[src/rtl/seq_cla_adder_ctrl.sv]
// Multi-cycle WIDTH-bit adder that streams 16-bit chunks, LSB first, through one carry-lookahead slice.
// Optional subtract support is enabled by defining ADD_SUB_EN (adds a 'sub' input port).
module seq_cla_adder_ctrl #(
    parameter int WIDTH = 64
) (
    input  logic             clk,
    input  logic             rst_n,
    input  logic             in_valid,
    output logic             in_ready,
    input  logic [WIDTH-1:0] a,
    input  logic [WIDTH-1:0] b,
    input  logic             c_in,
`ifdef ADD_SUB_EN
    input  logic             sub,
`endif
    output logic             out_valid,
    input  logic             out_ready,
    output logic [WIDTH-1:0] sum,
    output logic             c_out,
    output logic             ovf
);

    localparam int N  = WIDTH / 16;
    localparam int KW = (N > 1) ? $clog2(N) : 1;

    typedef enum logic [1:0] {
        IDLE = 2'd0,
        RUN  = 2'd1,
        DONE = 2'd2
    } state_t;

    // Two-level carry-lookahead over four 4-bit groups; returns {carry_out, sum}.
    function automatic logic [16:0] cla16(input logic [15:0] x, input logic [15:0] y, input logic ci);
        logic [15:0] g;
        logic [15:0] p;
        logic [15:0] c;
        logic [4:0]  gc;
        logic        gg;
        logic        gp;
        g  = x & y;
        p  = x ^ y;
        c  = 16'd0;
        gc = 5'd0;
        gc[0] = ci;
        for (int j = 0; j < 4; j++) begin
            gg = g[4*j+3] | (p[4*j+3] & g[4*j+2]) | (p[4*j+3] & p[4*j+2] & g[4*j+1])
               | (p[4*j+3] & p[4*j+2] & p[4*j+1] & g[4*j]);
            gp = &p[4*j +: 4];
            gc[j+1] = gg | (gp & gc[j]);
            c[4*j]  = gc[j];
            for (int i = 1; i < 4; i++) begin
                c[4*j+i] = g[4*j+i-1] | (p[4*j+i-1] & c[4*j+i-1]);
            end
        end
        return {gc[4], p ^ c};
    endfunction

    state_t           state_r;
    logic [WIDTH-1:0] a_reg_r;
    logic [WIDTH-1:0] b_reg_r;
    logic             carry_r;
    logic [KW-1:0]    k_r;
    logic [WIDTH-1:0] sum_r;
    logic             c_out_r;
    logic             ovf_r;
    logic             in_ready_r;
    logic             out_valid_r;

    logic [15:0]      a_chunk_s;
    logic [15:0]      b_chunk_s;
    logic [15:0]      slice_sum_s;
    logic             slice_co_s;
    logic             last_chunk_s;
    logic [WIDTH-1:0] b_load_s;
    logic             carry_load_s;

    // Operand preparation at acceptance: subtraction becomes a + ~b + 1.
    always_comb begin
`ifdef ADD_SUB_EN
        b_load_s     = sub ? ~b : b;
        carry_load_s = sub ? 1'b1 : c_in;
`else
        b_load_s     = b;
        carry_load_s = c_in;
`endif
    end

    // Select the active chunk and run it through the single shared slice.
    always_comb begin
        a_chunk_s = 16'd0;
        b_chunk_s = 16'd0;
        for (int i = 0; i < N; i++) begin
            a_chunk_s = (k_r == KW'(i)) ? a_reg_r[i*16 +: 16] : a_chunk_s;
            b_chunk_s = (k_r == KW'(i)) ? b_reg_r[i*16 +: 16] : b_chunk_s;
        end
        {slice_co_s, slice_sum_s} = cla16(a_chunk_s, b_chunk_s, carry_r);
        last_chunk_s = (k_r == KW'(N - 1));
    end

    // Control FSM, operand/carry registers and registered result outputs.
    always_ff @(posedge clk or negedge rst_n) begin
        if (!rst_n) begin
            state_r     <= IDLE;
            a_reg_r     <= '0;
            b_reg_r     <= '0;
            carry_r     <= 1'b0;
            k_r         <= '0;
            sum_r       <= '0;
            c_out_r     <= 1'b0;
            ovf_r       <= 1'b0;
            in_ready_r  <= 1'b1;
            out_valid_r <= 1'b0;
        end else begin
            case (state_r)
                IDLE: begin
                    if (in_valid) begin
                        a_reg_r    <= a;
                        b_reg_r    <= b_load_s;
                        carry_r    <= carry_load_s;
                        k_r        <= '0;
                        in_ready_r <= 1'b0;
                        state_r    <= RUN;
                    end
                end
                RUN: begin
                    for (int i = 0; i < N; i++) begin
                        if (k_r == KW'(i)) begin
                            sum_r[i*16 +: 16] <= slice_sum_s;
                        end
                    end
                    carry_r <= slice_co_s;
                    k_r     <= k_r + KW'(1);
                    if (last_chunk_s) begin
                        // b_reg already holds ~b when subtracting, so its MSB is the effective sign.
                        c_out_r     <= slice_co_s;
                        ovf_r       <= (a_reg_r[WIDTH-1] == b_reg_r[WIDTH-1]) &&
                                       (slice_sum_s[15] != a_reg_r[WIDTH-1]);
                        k_r         <= '0;
                        out_valid_r <= 1'b1;
                        state_r     <= DONE;
                    end
                end
                DONE: begin
                    if (out_ready) begin
                        out_valid_r <= 1'b0;
                        in_ready_r  <= 1'b1;
                        state_r     <= IDLE;
                    end
                end
                default: begin
                    state_r     <= IDLE;
                    in_ready_r  <= 1'b1;
                    out_valid_r <= 1'b0;
                end
            endcase
        end
    end

    assign in_ready  = in_ready_r;
    assign out_valid = out_valid_r;
    assign sum       = sum_r;
    assign c_out     = c_out_r;
    assign ovf       = ovf_r;

endmodule

[config.mk]
export PLATFORM = sky130hd
export DESIGN_NAME = seq_cla_adder_ctrl
export DESIGN_NICKNAME = d
export VERILOG_FILES = /design/src/rtl/seq_cla_adder_ctrl.sv
export SDC_FILE = /design/constraint.sdc
export NUM_CORES = 1
export LEC_CHECK = 0
export BUFFER_PORTS_ARGS = -buffer_cell sky130_fd_sc_hd__buf_2
export CAP_MARGIN = 15
export CORE_MARGIN = 3
export CORE_UTILIZATION = 59
export CTS_CLUSTER_SIZE = 12
export DETAILED_ROUTE_END_ITERATION = 8
export GPL_TIMING_DRIVEN = 1
export PLACE_DENSITY = 0.91
export SETUP_SLACK_MARGIN = 0.3
export SYNTH_ARGS = -nofsm -noshare
export SYNTH_HDL_FRONTEND = slang
export SYNTH_SLANG_ARGS = --single-unit
[constraint.sdc]
create_clock -name clk -period 11.9 [get_ports clk]
set_input_delay 0.595 -clock clk [delete_from_list [all_inputs] [get_ports clk]]
set_output_delay 0.595 -clock clk [all_outputs]
set_load 0.005 [all_outputs]
==> impl_results.md, run 1 <==
- Largest net degree at the start of global routing: 122
- Post-synth EDFFs: 0
- Met3 Use GR: 0.07099
- WL final: ~23000 microns
- Max Cap Violations: 0
- Critical path peak fanout: 60
- CP arrival: 5.51 ns
- Static Leak: 5.220 nW
- Number of global-route vias before repair: roughly 7000
- Drt wl/cell: between 15 and 20 microns
- Final #Nets: 1152
- Postcts setup bufs: 0
- Clock Tree Buf Depth: 3
- Count of input and output buffers: 200
- GPL Wtd Cong: 0.9850
- # H-tree levels: 1
- DRT Pass-1 Iters: 5
- Tcrit/Tclk final: 0.4281
- Via count: 6896
- Vias per inst: 5.723
- Post-synth top flop: dfrtp_1
- Fill cells: 1063
- Mapped Area: 0.009365 sq mm
- Root Driver: clkbuf_16
- DRC: 0
- Worst setup EP type: flip-flop
- Mapped Avg Cell Area: 11.58 sq um
- Clk_lat worst skew: between 0.4 and 0.5 ns
- Maximum clock rate: slightly below 0.2 GHz
- Synth area leader: dfrtp_1
- Core area: 0.01537 sq mm
- Tmin final: just over 5 ns
- Final hold vios: 0
- PD cells: 336.0 mW/mm^2
- Setup TNS: 0 ns
- Hold WS: roughly 0.25 ns
- GRT Max-Usage Layer: met2
- Relative slew slack: 0.2721
- FF/Latch Area: 0.005031 sq mm
- Met1 usage in global routing: 0.3521
- Number of top-level pins: 201
- RSZ-0062 raised after global routing: no
- Post-CTS Hold Buffers: 0
- Sink Count: 201
- Layout Area Growth over Synthesis: 17.42%
- Worst setup SP type: flip-flop
- First-pass GRT wire length: 37510 microns
- R2R depth: 19
- Post-detail-place hpwl: 16740 microns
- Post-synth top cells: dfrtp_1, mux2_1, nand2_1
- Grt ovf: 0
- CTS tree: done
- Sequential element share of the synthesized area: 0.5372
- Area used by multi-input combinational logic: 0.003996 sq mm
- Gr usage total: 0.2662
- Largest cells by area after synthesis: dfrtp_1, mux2_1, a21oi_1, nand2_1, mux2_2
- Dpl cells: ~1200
- DRT antenna net count: 0
- Clock Skews: 0.01182 ns
- Hold Path Class: input pin to asynchronous set/reset pin
- Synth async-reset ratio: 1.000
- Worst reg2reg path endpoint: ovf$_DFFE_PN0P_
- Clock transition at path regs: 0.06 ns
- Post-CTS sizing: 0
- Syn_nets: between 900 and 1000
- Die X-Extent: 132.0 microns
- CTS buffer count: 21
- Initial core utilization: 0.6093
- FF-to-FF Start: k_r[1]$_DFFE_PN0P_
- Rows: 45
- #FFs+latches synth: 201
- FF-to-FF setup slack: 6.81 ns
- Final setup violation count: 0
- Share of cells above drive strength 1: 0.2749
- Drt first-iter violations: 426
- Final Instance Count excl. Fillers: roughly 1200
- Die Footprint: between 0.015 and 0.02 sq mm
- Status: finished, final reports clean
- Worst slew pin tran: 1.092 ns
- Layout Utilization: 0.7154
- WS Path Type: flip-flop to flip-flop
- Peak VDD IR: 173.8 uV
- Die height: 132.0 microns
- Most frequent cell after synthesis: dfrtp_1
- Worst EP required: roughly 12 ns
- Final count of pins violating max slew: 0
- Met2 Track Usage GR: 0.4304
- Cells after synthesis: 809
- Yosys warnings: 0
- Synth cell types: 44
- Initial antenna violation count: 2
- Synth top area share: 0.5344
-- logic make-up (layout without fill, tap and decap cells) --
logic type,Yosys count,count (layout),synth area share
DFF,201,201,0.5372
and+or+nand+nor,187,187,0.09406
muxes,136,136,0.1643
AOI/OAI and AO/OA,187,187,0.1114
buffers and inverters,62,246,0.03687
xor gates and xnor gates,4,4,0.003741
other,0,1,0
adders and majority gates,32,32,0.05237
-- where the power goes --
| group | internal [W] | leakage [nW] | total (W) | switching [W] |
|---|---|---|---|---|
| clock network | 0.000352 | 0.296 | 0.000603 | 0.000251 |
| registers | 0.00103 | 2.42 | 0.00125 | 0.000223 |
| logic | 0.000764 | 2.51 | 0.00184 | 0.00107 |
-- per-stage QoR --
step	worst slack [ns]	total power (W)	area, sq um
after floorplan	7.504	0.002446	9365
after global placement	7.003	0.002988	10390
after detailed placement	6.894	0.003077	10390
after CTS	6.824	0.003695	10990
after global routing	6.511	0.003977	10990
final	6.805	0.003695	11000
-- critical path: stages, from the launching register on --
cell and delay [ns]:
dfrtp_1 0.43, inv_1 0.10, ha_2 0.16, buf_4 0.43
nand3b_1 0.18, a21oi_1 0.07, a21oi_1 0.34, nor2_1 0.11
a21o_1 0.18, ha_1 0.30, nand4_1 0.13, nor2_1 0.14
o311a_1 0.24, nor3b_1 0.08, fa_1 0.46, fa_1 0.47
fa_1 0.44, xor2_1 0.22, or3_1 0.33, a31oi_1 0.16
-- cells in the final DEF (no fill, tap or decap), drive strengths merged, types with 19 or more instances in the layout --
master	n
mux2	136
a21oi	80
ha	20
a21o	19
nand3b	26
nor2	25
o21ai	70
dfrtp	200
buf	206
nand2	107
clkbuf	28
-- registers in the layout, indices dropped and copies added (netlist names) --
register and flops:
k_r 2, b_reg_r 64, in_ready 1, state_r 2, c_out 1, a_reg_r 64, sum 64, ovf 1
carry_r 1, out_valid 1
-- worst max path at each step --
stage / start / slack, ns / end / cells after the start
after floorplan: k_r[0]$_DFFE_PN0P_ / 7.50 / ovf$_DFFE_PN0P_ / 19
final: k_r[1]$_DFFE_PN0P_ / 6.81 / ovf$_DFFE_PN0P_ / 19
after global placement: k_r[1]$_DFFE_PN0P_ / 7.00 / ovf$_DFFE_PN0P_ / 19
after detailed placement: k_r[1]$_DFFE_PN0P_ / 6.89 / ovf$_DFFE_PN0P_ / 19
after global routing: k_r[1]$_DFFE_PN0P_ / 6.51 / ovf$_DFFE_PN0P_ / 19
after CTS: k_r[1]$_DFFE_PN0P_ / 6.82 / ovf$_DFFE_PN0P_ / 19
-- cell type report --
class                      count  share of cell area
clock inverter                 2            0.003186
timing repair buffer         207             0.09660
inverter                      10            0.003413
tap                          211             0.02401
clock buffer                  27             0.05166
sequential                   201              0.4575
multi-input combinational    546              0.3634
antenna                        1           0.0002276
-- per-layer routing --
metal,vias to the layer above,share of wire
met5,-,0.00091
met4,4,0.038
met3,59,0.076
met2,276,0.47
met1,3387,0.41
li1,3170,-
(Power assumes the default switching activity.)
==> inputs of run 2 (changes only) <==
CORE_UTILIZATION = 50   (was 59)
PLACE_DENSITY = 0.83   (was 0.91)
clock period = 4.4 ns   (was 11.9 ns; I/O delays follow)
==> impl_results.md, run 2 (synthesis results as in run 1) <==
- Status: finished, violations left
- Violated checks: negative setup slack
- Tmin final: between 4 and 5 ns
- Most frequent cells in the layout: dfrtp_1, buf_2, dlygate4sd3_1
- Dpl cells: 1206
- Sink Count: 201
- Maximum clock rate: about 0.22 GHz
- Post-detail-place hpwl: 16800 microns
- Layout Utilization: 0.7289
- DRT antenna net count: 0
- Number of global-route vias before repair: 8321
- First-pass GRT wire length: between 40000 and 50000 microns
- Most used cell, CP: fa_2
- DRC: 0
- Largest net degree at the start of global routing: ~130
- R2R depth: 18
- Hold WS: around 0.017 ns
- FF-to-FF Start: k_r[0]$_DFFE_PN0P_
- Drt wl/cell: 22.16 microns
- WL final: approximately 31000 microns
- Final #Nets: roughly 1300
- Worst reg2reg path endpoint: ovf$_DFFE_PN0P_
- Slowest CP cell: dfrtp_2
- Final hold vios: 0
- Worst EP required: 4.83 ns
- Critical path endpoint: ovf$_DFFE_PN0P_
- CTS tree: done
- Final setup violation count: 1
- Die X-Extent: 142.9 microns
- Initial antenna violation count: 0
- WS Path Type: flip-flop to flip-flop
- Worst setup SP type: flip-flop
- Clock Skews: 0.02496 ns
- Rows: ~50
- Worst setup EP type: flip-flop
- Clock transition at path regs: ~0.06 ns
- Grt ovf: 0
- Clock Tree Buf Depth: 3
- FF-to-FF setup slack: -0.09 ns
- Via count: 8106
- Core area: 0.01821 sq mm
- Number of top-level pins: 201
- Final count of pins violating max slew: 0
- Final total power: 0.01201 W
- Crit path from: k_r[0]$_DFFE_PN0P_
- Worst slew pin tran: 1.012 ns
- Critical path peak fanout: 5
- CP arrival: 4.93 ns
- Die Footprint: between 0.02 and 0.025 sq mm
- Max Cap Violations: 0
- DRT Pass-1 Iters: 5
- CP max stage delay: 0.46 ns
- Die height: around 140 microns
- Setup TNS: -0.09233 ns
- Root Driver: clkbuf_16
- # H-tree levels: 1
- Count of input and output buffers: 200
- Hold Path Class: input pin to flip-flop
- Cell Chain, Critical Path: ha_4 > buf_8 > buf_4 > nand3b_1 > a21oi_1 > a21oi_1 > nor2_1 > a21o_1 > ha_1 > a221o_1 > nor2b_4 > nor3b_2 > fa_2 > fa_2 > fa_2 > xor2_2 > or3_1 > a31oi_1
- Diodes inserted: 0
- Initial core utilization: 0.5143
- Relative slew slack: 0.3256
- CTS buffer count: 22
- Clk_lat worst skew: about 0.52 ns
- Peak VDD IR: 463.6 uV
- PD cells: 905.2 mW/mm^2
- GPL Wtd Cong: 0.8459
- Vias per inst: 5.782
- Static Leak: 6.101 nW
- Tcrit/Tclk final: 1.021
- Final Instance Count excl. Fillers: 1402
- Share of cells above drive strength 1: 0.3384
- RSZ-0062 raised after global routing: yes
- Worst Setup Slack, final: -0.09233 ns
- Layout Area Growth over Synthesis: 41.71%
- Gr usage total: 0.2838
- Fill cells: between 1000 and 1500
- Drt first-iter violations: 671
-- run 2: cell types whose count changed in the layout (fill, tap and decap cells not counted), moves of 9 or more --
cell / change
dlygate4sd3_1: +129
buf_4: +25
a21oi_1: -21
a21oi_2: +20
ha_4: +11
fa_1: -9
fa_2: +9
ha_1: -9
-- run 2: how the worst min path moves through the flow --
| stage | slack (ns) | cells after the start | from | endpoint |
|---|---|---|---|---|
| after global routing | 0.04 | 4 | out_ready | state_r[1]$_DFFE_PN0P_ |
| after detailed placement | 0.43 | 1 | rst_n | sum[0]$_DFFE_PN0P_ |
| after global placement | 0.43 | 1 | rst_n | sum[32]$_DFFE_PN0P_ |
| after floorplan | -0.08 | 0 | rst_n | a_reg_r[0]$_DFFE_PN0P_ |
| final | 0.02 | 4 | out_ready | state_r[1]$_DFFE_PN0P_ |
| after CTS | 0.001 | 4 | out_ready | state_r[1]$_DFFE_PN0P_ |
-- run 2: routing by layer --
metal,wire [microns],vias to the layer above,global-route usage,part of all wire
met3,2581,125,0.06798,0.083
met4,1640,0,0.1111,0.053
met5,0,-,0,0
li1,-,3528,-,-
met1,12070,3943,0.3683,0.39
met2,14780,510,0.4634,0.48
-- run 2: critical path: cells and delay by family, from the launching register on --
family / cells / cell delay, ns
and+or+nand+nor: 5 / 1.06
xor gates and xnor gates: 1 / 0.19
AOI/OAI and AO/OA: 5 / 0.87
buffers and inverters: 2 / 0.31
adders and majority gates: 5 / 1.52
DFF: 1 / 0.46
-- run 2: what timing repair did --
action	in CTS	in global routing
pin swaps	11	24
setup endpoints to repair	25	33
hold endpoints to repair	247	0
hold buffers	129	0
setup buffers	11	16
gates resized for setup	22	76
gates cloned	2	2
-- run 2: area by class of cell --
type | count | area (sq um) | share of cell area
clock buffers | 31 | 624.3 | 0.04704
multi-input cells | 546 | 4380 | 0.3301
clock inverters | 5 | 38.79 | 0.002923
flip-flops and latches | 201 | 5032 | 0.3792
repair buffers | 380 | 2872 | 0.2164
inverters | 10 | 37.54 | 0.002828
well taps | 229 | 286.5 | 0.02159
-- run 2: where the power goes --
| group | internal [W] | total [W] | switching, W |
|---|---|---|---|
| registers | 0.00279 | 0.00347 | 0.000674 |
| clock network | 0.000985 | 0.00172 | 0.000740 |
| logic | 0.00316 | 0.00682 | 0.00366 |
| total | 0.00694 | 0.0120 | 0.00507 |
-- run 2: metrics by stage --
step                setup slack [ns]  area (sq um)
detailed placement           -0.1167         10580
CTS                           0.1399         12780
finish                      -0.09233         13270
floorplan                     0.3118          9399
global route                 -0.2063         13270
global placement             0.05289         10580
